`src/rtl/lab06_seq_tx.sv`:
```
// lab06 number-stream initiator: buffers host operands, plays them out
// as one burst, then collects the core result or flags a timeout.
module lab06_seq_tx #(
  parameter int DEPTH   = 6,
  parameter int TIMEOUT = 64
) (
  input  logic       clk,
  input  logic       rst,
  input  logic       wr_en,
  input  logic [3:0] wr_data,
  input  logic       start,
  input  logic [1:0] start_mode,
  input  logic [2:0] start_cnt,
  output logic       busy,
  output logic       in_valid,
  output logic [3:0] in_number,
  output logic [1:0] mode,
  input  logic       out_valid,
  input  logic [6:0] out_result,
  output logic       res_valid,
  output logic [6:0] res_data,
  output logic       timeout
);

  localparam int PW = $clog2(DEPTH + 1);
  localparam int WW = $clog2(TIMEOUT + 1);

  typedef enum logic [1:0] {
    IDLE,
    SEND,
    WAIT
  } state_t;

  state_t        state, state_d;
  logic [3:0]    mem   [DEPTH];
  logic [3:0]    mem_d [DEPTH];
  logic [PW-1:0] wr_ptr, wr_ptr_d;
  logic [PW-1:0] cnt, cnt_d;
  logic [PW-1:0] bidx, bidx_d;
  logic [WW-1:0] wcnt, wcnt_d;

  logic       busy_d;
  logic       in_valid_d;
  logic [3:0] in_number_d;
  logic [1:0] mode_d;
  logic       res_valid_d;
  logic [6:0] res_data_d;
  logic       timeout_d;

  always_comb begin
    state_d     = state;
    mem_d       = mem;
    wr_ptr_d    = wr_ptr;
    cnt_d       = cnt;
    bidx_d      = bidx;
    wcnt_d      = wcnt;
    in_valid_d  = 1'b0;
    in_number_d = 4'd0;
    mode_d      = 2'b00;
    res_valid_d = 1'b0;
    res_data_d  = res_data;
    timeout_d   = 1'b0;

    unique case (state)
      IDLE: begin
        if (wr_en && (wr_ptr < PW'(DEPTH))) begin
          mem_d[wr_ptr] = wr_data;
          wr_ptr_d      = wr_ptr + 1'b1;
        end
        // beat 0 reads mem_d so a same-cycle write is forwarded
        if (start && (start_cnt != 3'd0)) begin
          state_d     = SEND;
          cnt_d       = (int'(start_cnt) > DEPTH)
                      ? PW'(DEPTH) : PW'(start_cnt);
          bidx_d      = PW'(1);
          in_valid_d  = 1'b1;
          in_number_d = mem_d[0];
          mode_d      = start_mode;
        end
      end

      SEND: begin
        if (bidx < cnt) begin
          in_valid_d  = 1'b1;
          in_number_d = mem[bidx];
          bidx_d      = bidx + 1'b1;
        end else begin
          state_d  = WAIT;
          wr_ptr_d = '0;
          wcnt_d   = '0;
        end
      end

      WAIT: begin
        if (out_valid) begin
          res_data_d  = out_result;
          res_valid_d = 1'b1;
          state_d     = IDLE;
        end else begin
          wcnt_d = wcnt + 1'b1;
          if (wcnt_d == WW'(TIMEOUT)) begin
            timeout_d = 1'b1;
            state_d   = IDLE;
          end
        end
      end

      default: state_d = IDLE;
    endcase

    busy_d = (state_d != IDLE);
  end

  always_ff @(posedge clk or posedge rst) begin
    if (rst) begin
      state     <= IDLE;
      for (int i = 0; i < DEPTH; i++) mem[i] <= 4'd0;
      wr_ptr    <= '0;
      cnt       <= '0;
      bidx      <= '0;
      wcnt      <= '0;
      busy      <= 1'b0;
      in_valid  <= 1'b0;
      in_number <= 4'd0;
      mode      <= 2'b00;
      res_valid <= 1'b0;
      res_data  <= 7'd0;
      timeout   <= 1'b0;
    end else begin
      state     <= state_d;
      mem       <= mem_d;
      wr_ptr    <= wr_ptr_d;
      cnt       <= cnt_d;
      bidx      <= bidx_d;
      wcnt      <= wcnt_d;
      busy      <= busy_d;
      in_valid  <= in_valid_d;
      in_number <= in_number_d;
      mode      <= mode_d;
      res_valid <= res_valid_d;
      res_data  <= res_data_d;
      timeout   <= timeout_d;
    end
  end

endmodule

```
`config.mk`:
```
export PLATFORM = sky130hd
export DESIGN_NAME = lab06_seq_tx
export DESIGN_NICKNAME = d
export VERILOG_FILES = /design/src/rtl/lab06_seq_tx.sv
export SDC_FILE = /design/constraint.sdc
export NUM_CORES = 1
export LEC_CHECK = 0
export BUFFER_PORTS_ARGS = -buffer_cell sky130_fd_sc_hd__buf_2
export CORE_MARGIN = 2
export CORE_UTILIZATION = 49
export DETAILED_ROUTE_END_ITERATION = 7
export GPL_ROUTABILITY_DRIVEN = 0
export PLACE_DENSITY = 0.74
export SLEW_MARGIN = 10
export SYNTH_ARGS = -nofsm -noshare
export SYNTH_HDL_FRONTEND = slang
export SYNTH_SLANG_ARGS = --single-unit
export TNS_END_PERCENT = 5
```
`constraint.sdc`:
```
create_clock -name clk -period 5.2 [get_ports clk]
set_input_delay 0.52 -clock clk [delete_from_list [all_inputs] [get_ports clk]]
set_output_delay 0.52 -clock clk [all_outputs]
set_load 0.02 [all_outputs]
```
# Word-level counts from Yosys, hierarchy flattened
# Cells that the tools add are included.
# Widths: inputs -> output; s select.
# word_totals
input_bits	21
wordCells	86
output_inout_bits	17
reg_bits	59
# classes
addsub	3
bitwise_logic	2
n_reduce_logical	14
muxes	35
n_eq_ne	8
magnitude_cmp	6
# op_table
op	n
$bwmux 24	1
$mux 24	1
$mux 4	5
$mux 3	5
$mux 7	2
$pmux 7 s2	1
$bmux 4 s3	1
$demux 4 s3	1
$mux 2	6
$pmux 3 s2	2
$ne 2x2->1 const B	5
$reduce_and 3->1	3
$ge 4x4->1 const B	2
$not 3->4	2
$pmux 4 s2	1
$add 7x1->7 const B	1
$eq 7x7->1 const B	1
$mux 1	7
$add 3x1->3 const B	2
$pmux 2 s3	1
$reduce_and 2->1	3
$reduce_bool 2->1	3
$lt 4x1->1 const B	1
$gt 3x3->1 const B	1
other kinds (8)	10

# Longest topological paths before layout
# Gate-level depths: netlist of run 1.
# depth
word_depth	9
depth_mapped	6
ltp_nobuf	6

# Worst setup path before layout of run 1
# Ideal clock, no wire load.
# synth_timing
kind	register to register
start	register cnt[2]
end	register bidx[1]
t_arrival_ns	1.520
t_required_ns	5.080
path_stages_with_launch	7
synth_period_minus_slack_ns	1.640
path_buffers	0
setup_time_ns	0.120
setup_slack_ns	3.560
cell_sequence	dfrtp_1 -> inv_1 -> ha_1 -> a21o_1 -> a311o_1 -> and3_1 -> a31o_1
# synth_via
elab_chain_cells	3
# synth_rtl
item	line_no	source
from (decl)	38	logic [PW-1:0] cnt, cnt_d;
from (signal assigned)	133	cnt <= cnt_d;
$lt 3x3->1	83	if (bidx < cnt) begin
$ne 2x2->1 (no source line)	--	
$reduce_and 3->1 (no source line)	--	
to (signal assigned)	134	bidx <= bidx_d;
to (decl)	39	logic [PW-1:0] bidx, bidx_d;
# Every way passes these cells.
# A chain may end at the register's enable or synchronous reset.

# Worst setup path after layout of run 1
# layout_timing
start	register bidx[2]
end	register wcnt[6]
# layout_via
elab_chain_cells	3
# layout_rtl
item	line_no	source
$lt 3x3->1	83	
$ne 2x2->1 (no source line)	--	
$reduce_and 3->1 (no source line)	--	
to (signal assigned)	135	wcnt <= wcnt_d;
to (decl)	40	logic [WW-1:0] wcnt, wcnt_d;
# Every way passes these cells.

==> impl_metrics.toml, run 1 <==
[global_routing]
grt_use_met1 = 0.221
grt_start_max_net_pins = 60
antenna_found_initial = 0
grt_util_all_layers = 0.181
grt_pass1_wl_mm = 8.63
use_met3 = 0.0614
busiest_layer = "met2"
grt_use_met2 = 0.291
grt_pass1_vias = 1947
grt_remaining_overflow = 0

[sta]
hold_ws_ps = 384
max_freq_mhz = 466
rsz0062_at_grt = "false"
fin_setup_tns_ps = 0
period_minus_slack_ps = 2150
final-setup-viol-count = 0
hold_viol = 0
fin_skew_ps = 7.92
finalMaxSlewViolations = 0
relSlewSlack = 0.519
worstMarginPinSlew_ps = 716
finalCritPeriodShare = 0.413

[routing]
post-route-drc-count = 0
wirelength_mm = 5.13
drt_iter0_drc = 112
firstDrtPassIters = 4
vias = 1936
wl_per_cell_um = 14.5
ant_nets = 0
viasPerCell = 5.48

[finish]
final_common_cell = "dfrtp_1"
final_cell_mix = "dfrtp_1 (59), buf_2 (37), mux2_2 (32)"
diodes = 0
drive_gt1_frac = 0.320
area_growth_pct = 15.8
utilization = 0.583
layout.nets = 303

[cts]
cts_root_buffer = "clkbuf_8"
clk_pin_slew_worst_paths_ps = 70
cts_sinks = 59
ctsHoldBuffers = 0
insertion_delay_ps = 330
cts_setup_buffers = 0
cts_inserted_buffers = 9
cts_max_path_buffers = 2
post_cts_resize_count = 0
cts_tree = "yes"
htree_levels = 3

[synth]
async_reset_ff_frac = 1.00
yosysSeqAreaShare = 0.536
ys_warn_count = 0
netlist-cell-type-count = 39
synth.area.top_cells = "dfrtp_1 (54%), mux2_2 (13%), mux2i_1 (6.5%)"
postSynthRegisterBits = 59
synth_fp_nets = 259
synth_cells = 233
syn_avg_cell_area_um2 = 11.8
netlist_area_um2 = 2760
synth_ff_type = "dfrtp_1"
synth-edff-count = 0
synth_top_area_share = 0.536
yosys.area.top_type = "dfrtp_1"

[floorplanning]
initial_utilization = 0.503
fp.coreArea_um2 = 5470
io-pin-count = 38
die_w_um = 79.0
dieArea_um2 = 6240
die_h_um = 79.0
rows = 27

[placement]
portBuffers = 37
dp_hpwl_mm = 3.61

[power_and_ir_drop]
p_leak_nw = 1.52
max-vdd-ir-drop_mv = 0.290
power_density_nw_per_um2 = 575

[setup_path]
end_kind = "register"
slowest_delay_ps = 690
arrival_ps = 2390
start_kind = "register"
cp_num_buf_inv = 0
worstPathMaxFanout = 12
worst_ep_required_time_ps = 5440
crit_top_cell = "a31oi_1"
crit_family = "compound AO/OA/AOI/OAI gates"
critPathKind = "reg2reg"
crit_slowest_cell = "dfrtp_1"
crit_chain = "ha_1 -> a21o_1 -> a31oi_1 -> o21ai_2 -> a31oi_1"

[status]
status = "completed"

[job]
cap_violations = 0

[hold_path]
hold_path.class = "in2async"
## per-stage QoR
| stage | instances | setup WS, ps | total power [W] | cell area, um^2 |
|---|---|---|---|---|
| 3_3_place_gp | 338 | 3160 | 0.00141 | 3000 |
| 6_report | 353 | 3050 | 0.00184 | 3190 |
| 5_1_grt | 353 | 2860 | 0.00197 | 3190 |
| 4_1_cts | 353 | 3080 | 0.00186 | 3190 |
| 2_1_floorplan | 233 | 3220 | 0.00127 | 2760 |
| 3_5_place_dp | 338 | 3090 | 0.00144 | 3000 |
## layout make-up
class                           count  area, um^2
Tap cell                           72        90.1
Multi-Input combinational cell    157        1190
Fill cell                         478        2280
Inverter                           11        41.3
Timing Repair Buffer               39         200
Sequential cell                    59        1480
Clock buffer                       13         159
Clock inverter                      2        35.0
## cell usage after synthesis (5+ instances only)
library cell / n
dfrtp_1: 59
ha_1: 5
inv_1: 11
mux2_2: 32
mux2i_1: 18
nand2_1: 16
nand3_1: 11
nor2_1: 13
nor3_1: 8
o21ai_0: 8
o22ai_1: 9
## metal layers
| layer | routed length [um] | up-vias |
|---|---|---|
| met5 | 0 | - |
| met4 | 86 | 0 |
| met3 | 190 | 10 |
| met2 | 2400 | 33 |
| met1 | 2450 | 957 |
| li1 | - | 936 |
## report_power, final
part           leakage, nW  internal [W]  switching [W]
clock network       0.0995      0.000244       0.000169
logic                0.666      0.000309       0.000334
registers            0.754      0.000633       0.000147
## kinds of logic (layout without fill, tap and decap cells)
kind of cell / after synthesis / count (layout) / synth area share
flops: 59 / 59 / 0.536
fa+ha+maj: 5 / 5 / 0.0227
compound gates: 36 / 36 / 0.0867
simple gates: 66 / 66 / 0.126
mux: 50 / 50 / 0.196
buf+inv: 17 / 65 / 0.0322
## worst register-to-register path: stages, from the launching register on
cell,delay (ps)
dfrtp_1,690
ha_1,370
a21o_1,180
a31oi_1,420
o21ai_2,190
a31oi_1,210
## worst paths after layout
check / startpoint / to / slack [ps] / cells past startpoint
setup / recovery: bidx[2]$_DFFE_PP0P_ / wcnt[6]$_DFFE_PP0P_ / 3050 / 5
hold / removal: rst / async pin / 380 / 3
setup reg to reg: bidx[2]$_DFFE_PP0P_ / wcnt[6]$_DFFE_PP0P_ / 3050 / 5
hold reg to reg: res_data[6]$_DFFE_PP0P_ / res_data[6]$_DFFE_PP0P_ / 500 / 1
max in group asynchronous: rst / wcnt[5]$_DFFE_PP0P_ / 4330 / 3
min in group clk: start_mode[0] / mode[0]$_DFF_PP0_ / 390 / 3
(Power assumes the default switching activity.)
==> inputs of run 2 (changes only) <==
Settings changed: ABC_AREA set to 1, PLACE_DENSITY 0.74 to 0.76.
Clock period 5.2 ns to 1.8 ns, I/O delays scaled along.
==> run 2 against run 1 <==
Compared with the run above:
- die area is 1.9% higher
- sequential power grew to 2.8 times the previous value
- global-route usage is 2.2 points higher
- cell count grew 28%
- synthesized cell count grew 41%
- count of clock-buffer cells in the layout rose by 2
- core utilization grew 0.80 points
- register-to-register slack lost 2900 ps
- sequential cell count stayed put
- critical path type unchanged
- critical endpoint is now wcnt[2]$_DFFE_PP0P_
- largest cell class unchanged
==> impl_metrics.toml, run 2 <==
[status]
status = "completed"

[job]
cap_violations = 0

[synth]
postSynthRegisterBits = 59
yosys.area.top_type = "dfrtp_1"
yosysMostFrequentCell = "nand2_1"
syn_avg_cell_area_um2 = 8.57
yosysSeqAreaShare = 0.525
async_reset_ff_frac = 1.00
synth.area.top_cells = "dfrtp_1 (53%), nand2_1 (11%), o21ai_0 (7.7%)"
synth_cells = 328
synth_top_area_share = 0.525
netlist_area_um2 = 2810
synth-edff-count = 0
synth_ff_type = "dfrtp_1"
synth_fp_nets = 354
netlist-cell-type-count = 28
ys_warn_count = 0
synth_commonest_cells = "nand2_1 (86), dfrtp_1 (59), o21ai_0 (43), inv_1 (32), nand3_1 (25)"

[sta]
final-setup-viol-count = 0
relSlewSlack = 0.605
period_minus_slack_ps = 1600
finalMaxSlewViolations = 0
finalCritPeriodShare = 0.890
rsz0062_at_grt = "false"
max_freq_mhz = 624
fin_setup_tns_ps = 0
worstMarginPinSlew_ps = 591
hold_viol = 0
fin_skew_ps = 5.92

[finish]
drive_gt1_frac = 0.201
final_common_cell = "nand2_1"
diodes = 0
layout.nets = 400
area_growth_pct = 16.5
final_cell_mix = "nand2_1 (86), dfrtp_1 (59), o21ai_0 (43)"

[cts]
cts_sinks = 59
cts_inserted_buffers = 9
htree_levels = 3
clk_pin_slew_worst_paths_ps = 60
cts_setup_buffers = 0
cts_max_path_buffers = 2
cts_tree = "yes"
insertion_delay_ps = 330
post_cts_resize_count = 0
cts_root_buffer = "clkbuf_8"

[global_routing]
antenna_found_initial = 0
grt_pass1_vias = 2153
grt_util_all_layers = 0.203
grt_start_max_net_pins = 34
grt_remaining_overflow = 0
grt_pass1_wl_mm = 9.89

[power_and_ir_drop]
max-vdd-ir-drop_mv = 0.718
power_switching_share = 0.424
p_leak_nw = 1.67
power_density_nw_per_um2 = 1680
power_w = 0.00549
clkPwrFrac = 0.194
cell_internal_pwr_w = 0.00316
switchingPower_w = 0.00233
combPwrFrac = 0.410
p_seq_frac = 0.397

[setup_path]
worst_ep_required_time_ps = 2020
end_kind = "register"
arrival_ps = 1830
start_kind = "register"
worstPathMaxFanout = 8
critPathKind = "reg2reg"
ff2ff_path_depth = 6

[placement]
dp_hpwl_mm = 4.21
portBuffers = 37

[floorplanning]
fp.coreArea_um2 = 5540
die_w_um = 79.7
dieArea_um2 = 6360
rows = 27
initial_utilization = 0.507
io-pin-count = 38
die_h_um = 79.7

[routing]
post-route-drc-count = 0
vias = 2283
viasPerCell = 5.06
firstDrtPassIters = 4
wirelength_mm = 5.81
drt_iter0_drc = 109
wl_per_cell_um = 12.9
ant_nets = 0

[hold_path]
hold_path.class = "in2reg"
min_delay_path_depth = 3
[run 2: cell types whose count changed in the layout (fill, tap and decap cells not counted), moves of 8 or more]
| cell | previous run | this run |
|---|---|---|
| inv_1 | 10 | 31 |
| mux2_2 | 32 | 0 |
| mux2i_1 | 18 | 0 |
| nand2_1 | 16 | 86 |
| nand3_1 | 11 | 25 |
| nor2_1 | 13 | 21 |
| nor3_1 | 8 | 0 |
| o21ai_0 | 8 | 43 |
| o22ai_1 | 9 | 0 |
[run 2: worst paths after layout]
kind,start,to,slack (ps)
worst max-delay path,bidx[2]$_DFFE_PP0P_,wcnt[2]$_DFFE_PP0P_,200
worst min-delay path,start_mode[1],mode[1]$_DFF_PP0_,50
worst max register to register,bidx[2]$_DFFE_PP0P_,wcnt[2]$_DFFE_PP0P_,200
worst min register to register,res_data[0]$_DFFE_PP0P_,res_data[0]$_DFFE_PP0P_,470
max in group asynchronous,rst,async pin,750
min in group asynchronous,rst,wcnt[2]$_DFFE_PP0P_,460
[run 2: timing repair]
action,in CTS,in global routing
endpoints found under the setup margin,0,0
hold buffers,1,0
hold endpoints to repair,26,0
[run 2: critical path: stages, from the launching register on]
cell and delay [ps]:
dfrtp_1 450, ha_1 320, a21oi_1 170, nand2_2 100, nand2_2 140, nand2_2 120
o21a_1 190
[run 2: cells by family (layout without fill, tap and decap cells)]
group                    after synthesis  count (layout)  share of synthesized area
XOR/XNOR                               2               2                    0.00623
adder cells (fa/ha/maj)                5               5                     0.0223
buffers and inverters                 43              94                     0.0610
AND/OR/NAND/NOR                      149             149                      0.248
flip-flops                            59              59                      0.525
AO/OA/AOI/OAI                         70              70                      0.137
[run 2: power by group through the flow]
stage	Clock, W	Sequential (W)	Combinational [W]
finish	0.00106	0.00218	0.00225
CTS	0.00109	0.00218	0.00226
global route	0.00116	0.00224	0.00260
detailed placement	0	0.00220	0.00225
floorplan	0	0.00230	0.00157
global placement	0	0.00218	0.00218
[run 2: layout make-up]
type | instances | area [um^2]
fillers | 491 | 2260
flip-flops and latches | 59 | 1480
multi-input cells | 226 | 1160
repair buffers | 41 | 230
clock buffers | 15 | 166
inverters | 37 | 141
well taps | 72 | 90.1
clock inverters | 1 | 7.51
[run 2: layer usage]
metal  vias up  track usage  share of wire
met5         -            0              0
li1       1165            -              -
met3         5       0.0520          0.045
met1      1060        0.268           0.48
met4         0       0.0797         0.0091
met2        53        0.323           0.46
[run 2: metrics by stage]
stage / cell area, um^2 / instances / hold slack [ps] / utilization / setup WS [ps]
global placement: 3090 / 434 / 276 / 0.558 / 256
detailed placement: 3090 / 434 / 280 / 0.558 / 206
global route: 3280 / 451 / 47.4 / 0.591 / 33.1
floorplan: 2810 / 328 / 286 / - / 164
CTS: 3280 / 451 / 36.2 / 0.591 / 195
finish: 3280 / 451 / 53.5 / 0.591 / 198
==> inputs of run 3 (changes only) <==
Settings changed: ABC_AREA 1 to not set, PLACE_DENSITY 0.76 to 0.72.
==> run 3 against run 2 <==
Compared with the run above:
- first-iteration DRC count rose by 22%
- critical path type unchanged
- core utilization grew 0.84 points
- die area fell by 1.9%
- setup slack got worse by 78 ps
- non-clock buffer count increased by 8
- hold slack improved by 6.3 ps
- register-to-register slack worse by 80 ps
- cell area increased by 0.19%
- sequential power shrank 2%
- count of clock-buffer cells in the layout shrank 2
==> impl_metrics.toml, run 3 (synthesized netlist as in run 1, its figures left out) <==
[routing]
post-route-drc-count = 0
vias = 1945
drt_iter0_drc = 133
wl_per_cell_um = 14.4
ant_nets = 0
wirelength_mm = 5.21
firstDrtPassIters = 4
viasPerCell = 5.36

[sta]
finalCritPeriodShare = 0.933
hold_ws_ps = 59.8
final-setup-viol-count = 0
fin_skew_ps = 7.02
worstMarginPinSlew_ps = 892
relSlewSlack = 0.400
period_minus_slack_ps = 1680
rsz0062_at_grt = "false"
finalMaxSlewViolations = 0
hold_viol = 0
max_freq_mhz = 595
fin_setup_tns_ps = 0

[cts]
insertion_delay_ps = 330
cts_max_path_buffers = 2
cts_setup_buffers = 0
cts_tree = "yes"
cts_root_buffer = "clkbuf_8"
cts_sinks = 59
cts_inserted_buffers = 9
htree_levels = 3
clk_pin_slew_worst_paths_ps = 60

[floorplanning]
io-pin-count = 38
initial_utilization = 0.503
die_w_um = 79.0
dieArea_um2 = 6240
die_h_um = 79.0
rows = 27
fp.coreArea_um2 = 5470

[setup_path]
ff2ff_path_depth = 6
arrival_ps = 1900
r2r_slack_ps = 120
start_kind = "register"
crit_slowest_cell = "dfrtp_1"
r2r-end = "bidx[1]$_DFFE_PP0P_"
critPathKind = "reg2reg"
worstPathMaxFanout = 5
slowest_delay_ps = 340
worst_ep_required_time_ps = 2020
reg2reg_from = "cnt[2]$_DFFE_PP0P_"
end_kind = "register"
crit_chain = "inv_1 -> ha_1 -> a21o_1 -> a311o_1 -> and3_1 -> a31o_1"

[global_routing]
grt_util_all_layers = 0.180
grt_pass1_vias = 1843
antenna_found_initial = 0
grt_pass1_wl_mm = 8.55
grt_start_max_net_pins = 60
grt_remaining_overflow = 0

[hold_path]
min-delay-start = "start_mode[0]"
min_delay_path_depth = 3
hold_path.class = "in2reg"
hold_end = "mode[0]$_DFF_PP0_"

[finish]
area_growth_pct = 19.1
final_cell_mix = "dfrtp_1 (59), buf_2 (37), mux2_2 (32)"
diodes = 0
final_cells = 363
drive_gt1_frac = 0.340
layout.nets = 313
final_common_cell = "dfrtp_1"

[placement]
portBuffers = 37
dp_hpwl_mm = 3.72
dp_cells = 347

[power_and_ir_drop]
power_density_nw_per_um2 = 1660
power_w = 0.00546
p_leak_nw = 1.57
max-vdd-ir-drop_mv = 0.806

[status]
status = "completed"

[job]
cap_violations = 0
-- run 3: cell types whose count changed in the layout (fill, tap and decap cells not counted), moves of 8 or more --
cell	change
nor3_1	+8
mux2_2	+32
nor2_1	-8
nand3_1	-14
nand2_1	-70
o22ai_1	+9
buf_4	+8
inv_1	-21
mux2i_1	+18
o21ai_0	-35
-- run 3: worst max-delay path by stage --
stage	slack, ps	start	cells after the start	to
after floorplan	160	rst	1	async pin
after global placement	170	cnt[2]$_DFFE_PP0P_	6	bidx[1]$_DFFE_PP0P_
after detailed placement	120	start_cnt[1]	4	bidx[0]$_DFFE_PP0P_
after CTS	110	cnt[2]$_DFFE_PP0P_	6	bidx[1]$_DFFE_PP0P_
after global routing	40	cnt[2]$_DFFE_PP0P_	6	bidx[1]$_DFFE_PP0P_
final	120	cnt[2]$_DFFE_PP0P_	6	bidx[1]$_DFFE_PP0P_
-- run 3: area by class of cell --
class	count	area, um^2
sequential	59	1480
multi-input combinational	157	1190
inverter	11	41.3
fill	481	2190
clock buffer	13	159
timing repair buffer	49	290
clock inverter	2	35.0
tap	72	90.1
-- run 3: per-stage QoR --
stage	worst slack (ps)	area [um^2]	util
5_1_grt	38.2	3280	0.600
3_3_place_gp	166	3080	0.562
6_report	120	3280	0.600
2_1_floorplan	160	2760	-
3_5_place_dp	122	3080	0.562
4_1_cts	111	3280	0.600
-- run 3: repair_timing --
item,in CTS,in global routing
hold buffers,1,0
endpoints found under the setup margin,0,0
gates resized for setup,0,0
endpoints found under the hold margin,59,0
-- run 3: critical path, delay by kind of cell (launching register included) --
family / cells / cell delay (ps)
buf+inv: 1 / 40
flops: 1 / 340
fa+ha+maj: 1 / 310
simple gates: 1 / 190
compound gates: 3 / 690
-- run 3: where the power goes --
| group | internal (W) | switching (W) |
|---|---|---|
| Combinational | 0.00102 | 0.00111 |
| Clock | 0.000706 | 0.000475 |
| Sequential | 0.00183 | 0.000309 |
| Total | 0.00356 | 0.00190 |
-- run 3: metal layers --
metal	share of wire	vias up	global-route usage	routed length, um
li1	-	954	-	-
met4	0.015	0	0.0948	76
met1	0.46	947	0.229	2400
met2	0.49	35	0.292	2550
met3	0.035	9	0.0352	182
met5	0	-	0	0
